[config.mk]
export PLATFORM = sky130hd
export DESIGN_NAME = pipeline_ctrl
export DESIGN_NICKNAME = d
export VERILOG_FILES = /design/src/rtl/pipeline_ctrl.sv
export SDC_FILE = /design/constraint.sdc
export NUM_CORES = 1
export LEC_CHECK = 0
export CELL_PAD_IN_SITES_DETAIL_PLACEMENT = 0
export CELL_PAD_IN_SITES_GLOBAL_PLACEMENT = 1
export CORE_ASPECT_RATIO = 0.5
export CORE_UTILIZATION = 18
export CTS_CLUSTER_SIZE = 10
export DETAILED_ROUTE_END_ITERATION = 7
export GPL_TIMING_DRIVEN = 0
export PLACE_DENSITY_LB_ADDON = 0.15
export SYNTH_ARGS = -nofsm -noshare
export SYNTH_HDL_FRONTEND = slang
export SYNTH_SLANG_ARGS = --single-unit
[constraint.sdc]
create_clock -name CLK -period 3.6 [get_ports CLK]
set_input_delay 0.72 -clock CLK [delete_from_list [all_inputs] [get_ports CLK]]
set_output_delay 0.72 -clock CLK [all_outputs]
set_load 0.02 [all_outputs]
[src/rtl/pipeline_ctrl.sv]
// -----------------------------------------------------------------------------
// pipeline_ctrl
//
// Central sequencer for the five-stage pipeline. Every cycle it decides which
// stage registers (IF/ID, ID/EX, EX/MEM, MEM/WB) and the PC advance, which
// freeze and which capture a bubble. The decision comes from the MEM-stage
// data handshake, MEM-stage redirects, ID/EX load-use hazards, fetch wait and
// halt.
//
// Optional feature: define PIPE_PERF_CNT_EN to build the stall/flush
// performance counters. Without it both counter outputs are tied to zero.
//
// Ports:
//   CLK, nRST                       clock, asynchronous active-low reset
//   ihit                            instruction fetch completes this cycle
//   dhit                            MEM-stage data access completes this cycle
//   exmem_dren, exmem_dwen          MEM-stage instruction reads / writes memory
//   exmem_br_taken, exmem_jump      MEM-stage redirect (taken branch / jump)
//   exmem_halt                      halt instruction is in MEM
//   idex_memtoReg, idex_wsel        EX-stage load and its destination register
//   ifid_rs, ifid_rt                ID-stage source registers
//   pc_en, *_en, *_flush            stage register enables and bubble selects
//   halt                            processor halted (registered, sticky)
//   stall_cnt, flush_cnt            performance counters
// -----------------------------------------------------------------------------
module pipeline_ctrl #(
  parameter int REG_W = 5,
  parameter int CNT_W = 32
) (
  input  logic             CLK,
  input  logic             nRST,
  input  logic             ihit,
  input  logic             dhit,
  input  logic             exmem_dren,
  input  logic             exmem_dwen,
  input  logic             exmem_br_taken,
  input  logic [1:0]       exmem_jump,
  input  logic             exmem_halt,
  input  logic             idex_memtoReg,
  input  logic [REG_W-1:0] idex_wsel,
  input  logic [REG_W-1:0] ifid_rs,
  input  logic [REG_W-1:0] ifid_rt,
  output logic             pc_en,
  output logic             ifid_en,
  output logic             idex_en,
  output logic             exmem_en,
  output logic             memwb_en,
  output logic             ifid_flush,
  output logic             idex_flush,
  output logic             exmem_flush,
  output logic             memwb_flush,
  output logic             halt,
  output logic [CNT_W-1:0] stall_cnt,
  output logic [CNT_W-1:0] flush_cnt
);

  // Sequencer state
  localparam logic [1:0] RUN    = 2'd0;
  localparam logic [1:0] DWAIT  = 2'd1;
  localparam logic [1:0] HALTED = 2'd2;

  // Winning decode rule for the current cycle, highest priority first
  localparam logic [2:0] R_RESET  = 3'd0;
  localparam logic [2:0] R_HALTED = 3'd1;
  localparam logic [2:0] R_DSTALL = 3'd2;
  localparam logic [2:0] R_DRAIN  = 3'd3;
  localparam logic [2:0] R_REDIR  = 3'd4;
  localparam logic [2:0] R_LUSE   = 3'd5;
  localparam logic [2:0] R_FWAIT  = 3'd6;
  localparam logic [2:0] R_NORMAL = 3'd7;

  logic [1:0] state, next_state;
  logic [2:0] rule;
  logic       halt_q;
  logic       data_stall, redirect, load_use;

  assign data_stall = (exmem_dren | exmem_dwen) & ~dhit;
  assign redirect   = exmem_br_taken | (exmem_jump != 2'b00);
  // Register 0 is hard-wired zero, so a load targeting it never creates a hazard.
  assign load_use   = idex_memtoReg & (idex_wsel != '0) &
                      ((idex_wsel == ifid_rs) | (idex_wsel == ifid_rt));

  // Priority encoder. DWAIT decodes like RUN: the stall simply persists while
  // dhit stays low, and the dhit cycle falls through to the lower rules.
  always_comb begin
    // NOTE: every signal written here gets a default first, so no path can infer a latch.
    rule = R_NORMAL;
    if (!nRST)                  rule = R_RESET;
    else if (state == HALTED)   rule = R_HALTED;
    else if (data_stall)        rule = R_DSTALL;
    else if (exmem_halt)        rule = R_DRAIN;
    else if (redirect)          rule = R_REDIR;
    else if (load_use)          rule = R_LUSE;
    else if (!ihit)             rule = R_FWAIT;
  end

  // Output and next-state decode
  always_comb begin
    next_state  = RUN;
    pc_en       = 1'b1;
    ifid_en     = 1'b1;
    idex_en     = 1'b1;
    exmem_en    = 1'b1;
    memwb_en    = 1'b1;
    ifid_flush  = 1'b0;
    idex_flush  = 1'b0;
    exmem_flush = 1'b0;
    memwb_flush = 1'b0;
    case (rule)
      R_RESET: begin
        next_state = state;
        {pc_en, ifid_en, idex_en, exmem_en, memwb_en} = '0;
        {ifid_flush, idex_flush, exmem_flush, memwb_flush} = '1;
      end
      R_HALTED: begin
        next_state = HALTED;
        {pc_en, ifid_en, idex_en, exmem_en, memwb_en} = '0;
      end
      R_DSTALL: begin
        // Front of the pipe freezes; WB gets a bubble so it never retires twice.
        next_state = DWAIT;
        {pc_en, ifid_en, idex_en, exmem_en} = '0;
        memwb_flush = 1'b1;
      end
      R_DRAIN: begin
        // Only the halt instruction itself moves on into WB.
        next_state = HALTED;
        {pc_en, ifid_en, idex_en, exmem_en} = '0;
      end
      R_REDIR: begin
        // PC loads the target even if the current fetch has not returned.
        {ifid_flush, idex_flush, exmem_flush} = '1;
      end
      R_LUSE: begin
        pc_en      = 1'b0;
        ifid_en    = 1'b0;
        idex_flush = 1'b1;
      end
      R_FWAIT: begin
        pc_en      = 1'b0;
        ifid_flush = 1'b1;
      end
      default: ;
    endcase
  end

  always_ff @(posedge CLK or negedge nRST) begin
    // NOTE: sequential state uses non-blocking assignments so every flop samples pre-edge values.
    if (!nRST) begin
      state  <= RUN;
      halt_q <= 1'b0;
    end else begin
      state <= next_state;
      if (next_state == HALTED) halt_q <= 1'b1;
    end
  end

  assign halt = halt_q;

`ifdef PIPE_PERF_CNT_EN
  logic [CNT_W-1:0] stall_q, flush_q;

  // Counters wrap naturally; HALTED decodes to R_HALTED so both freeze there.
  always_ff @(posedge CLK or negedge nRST) begin
    if (!nRST) begin
      stall_q <= '0;
      flush_q <= '0;
    end else begin
      if (rule == R_DSTALL || rule == R_LUSE || rule == R_FWAIT) stall_q <= stall_q + 1'b1;
      if (rule == R_REDIR) flush_q <= flush_q + 1'b1;
    end
  end

  assign stall_cnt = stall_q;
  assign flush_cnt = flush_q;
`else
  assign stall_cnt = '0;
  assign flush_cnt = '0;
`endif

endmodule

==> metrics <==
worst setup margin=106 ps; n_diodes=0; P_sw=0.137 mW; HP Class=register to register; commonest non-fill, non-tap cell in the layout=buf_4; pwr dens=229 mW/mm^2; router iterations before antenna repair=4; GPL Wtd Cong=0.643; Hold Startpoint=halt; Yosys top cell area share=57.1%; placed cell areas=0.00152 sq mm; Post-Syn Area=around 850 sq um; DR iter-0 viols=12; final worst-path cycle share=between 90% and 100%; most frequent cells in the layout=buf_4 (65), conb_1 (64), clkdlybuf4s50_1 (33); Slew Limit Headroom=between 50 and 60%; Post-CTS Setup Bufs=0; Nets=roughly 240; Seq pwr share=around an eighth; P_int=between 0.2 and 0.25 mW; Final Skew=1.31 ps; Seq/Total Area, Yosys=under 10%; Syn Area/Cell=7.56 sq um; Avg WL per Cell=6.42 um; Comb pwr share=approximately three fifths; Synth cell types=25; fillers=slightly below 500; first-pass GRT wire length=between 2 and 3 mm; critical path arrival=between 2000 and 3000 ps; Achievable Freq=286 MHz; Crit Path Max Fanout=3; vias in the first global route=approximately 650; cell taking the most area after synthesis=buf_4; largest buffer count on any clock path=2; Worst-Skew Late Latency=210 ps; clk root buf=clkbuf_8; Leak=0.851 nW; Sw Ratio=38.4%; DRC violations left=0; Layout area overhead=83.3%; CP startpoint=idex_wsel[3]; Clock Sink Count=3; gr usage total=6.88%; H-tree depth=1; Boundary Pins=100; core outline area=between 0.004 and 0.005 sq mm; die height=50.7 um; post-route cell area=0.00157 sq mm; Die Wd=approximately 100 um; post-route insts no fill=281; status=complete, no violations; Area contributors post-synth=buf_4 (57%), xnor2_1 (10%), dfrtp_1 (8.8%); IO Port Bufs=35; largest net degree at the start of global routing=11; Critical Path Sink Type=output port; Initial Util=a little under a fifth; layout cell share with drive strength beyond 1=about a third; gr ovfl total=0; final count of pins violating max slew=0; clock slew at reported path FFs=roughly 30 ps; Post-DRT Antenna Nets=0; flops & latches, synth=3; Slew @ Worst Pin=625 ps; vias per cell=2.88; DP Cell Count=277; DP Worst Slack=-14.1 ps; CTS Buf Count=3; initial antenna violation count=0; min Tclk post-route=3490 ps; final setup vio count=0; type of origin of the critical path=input pin; Mapped Cells=113; # rows=17; Peak VDD IR=~0.077 mV; Setup CP Type=input pin to output port; Synth warnings=0; Clock power frac=26.7%; max cap viols=0; final WL=between 1.5 and 2 mm; unrepaired setup endpoints after global routing=false; required time of the critical path=2880 ps; CTS tree=done; FF-to-FF Start=state[1]; Hold Vio Cnt, Final=0; DR vias=approximately 810; die area=0.00504 sq mm
[power by group through the flow]
stage / registers, mW / clock network, mW / logic [mW]
2_1_floorplan: 0.0421 / 0 / 0.161
3_3_place_gp: 0.0424 / 0 / 0.219
3_5_place_dp: 0.0430 / 0 / 0.219
4_1_cts: 0.0426 / 0.0990 / 0.218
5_1_grt: 0.0436 / 0.104 / 0.237
6_report: 0.0426 / 0.0958 / 0.220
[per-stage QoR]
step           hold slack [ps]  util, %  setup TNS, ps  total power, mW
3_5_place_dp               467     34.0          -17.4            0.262
6_report                   469     34.9              0            0.358
2_1_floorplan              424        -              0            0.204
3_3_place_gp               462     34.0          -1.45            0.261
5_1_grt                    488     34.9              0            0.384
4_1_cts                    474     34.9              0            0.360
[registers in the layout, indices dropped and copies added (netlist names)]
signal	count
halt	1
state	2
[cell usage after synthesis]
cell type   n
buf_4      65
xnor2_1    10
nand2_1     5
o21ai_0     4
a21oi_1     3
dfrtp_1     3
nand3_1     3
and3_1      2
nor2b_1     2
a21boi_2    1
a21oi_2     1
a311o_1     1
a32o_1      1
and2_4      1
clkbuf_1    1
conb_1      1
inv_1       1
nand4_1     1
nor2_1      1
nor3_1      1
o21a_1      1
o21bai_1    1
o22ai_1     1
or3_1       1
or4_1       1
[layout make-up]
cell class,count,area [sq um],area share (%)
Buffer,66,492,31.4
Clock buffer,4,45.0,2.88
Inverter,1,3.75,0.240
Multi-Input combinational cell,106,520,33.2
Sequential cell,3,75.1,4.79
Tap cell,66,82.6,5.27
Timing Repair Buffer,35,348,22.2
[critical path, cell delays in order]
cell and delay (ps):
clkdlybuf4s50_1 460, or4_1 540, o21a_1 210, nand4_1 90
and3_1 140, clkdlybuf4s50_1 600
[cell families after synthesis]
logic type      share of synthesized area, %
simple gates                            11.3
xor+xnor                                10.2
compound gates                          11.3
buf+inv                                 58.0
other cells                            0.439
flops                                   8.78
[timing repair]
| item | in CTS | in global routing |
|---|---|---|
| endpoints found under the setup margin | 2 | 0 |
| hold endpoints to repair | 0 | 0 |
| resized for setup | 2 | 0 |
| hold buffers | 0 | 0 |
[metal layers]
layer	wire length, um	GRT usage [%]	vias up
li1	-	-	443
met1	656	6.98	320
met2	1010	13.9	43
met3	120	0.557	2
met4	15	4.41	0
met5	0	0	-
[worst paths after layout]
check	endpoint	slack [ps]	depth (start not counted)
setup / recovery	ifid_flush	110	6
hold / removal	halt	470	1
setup reg to reg	halt	2610	2
hold reg to reg	halt	470	1
max in group asynchronous	halt	2630	1
min in group asynchronous	state[0]	750	1
Note: power is estimated with default switching activity, not from simulation.
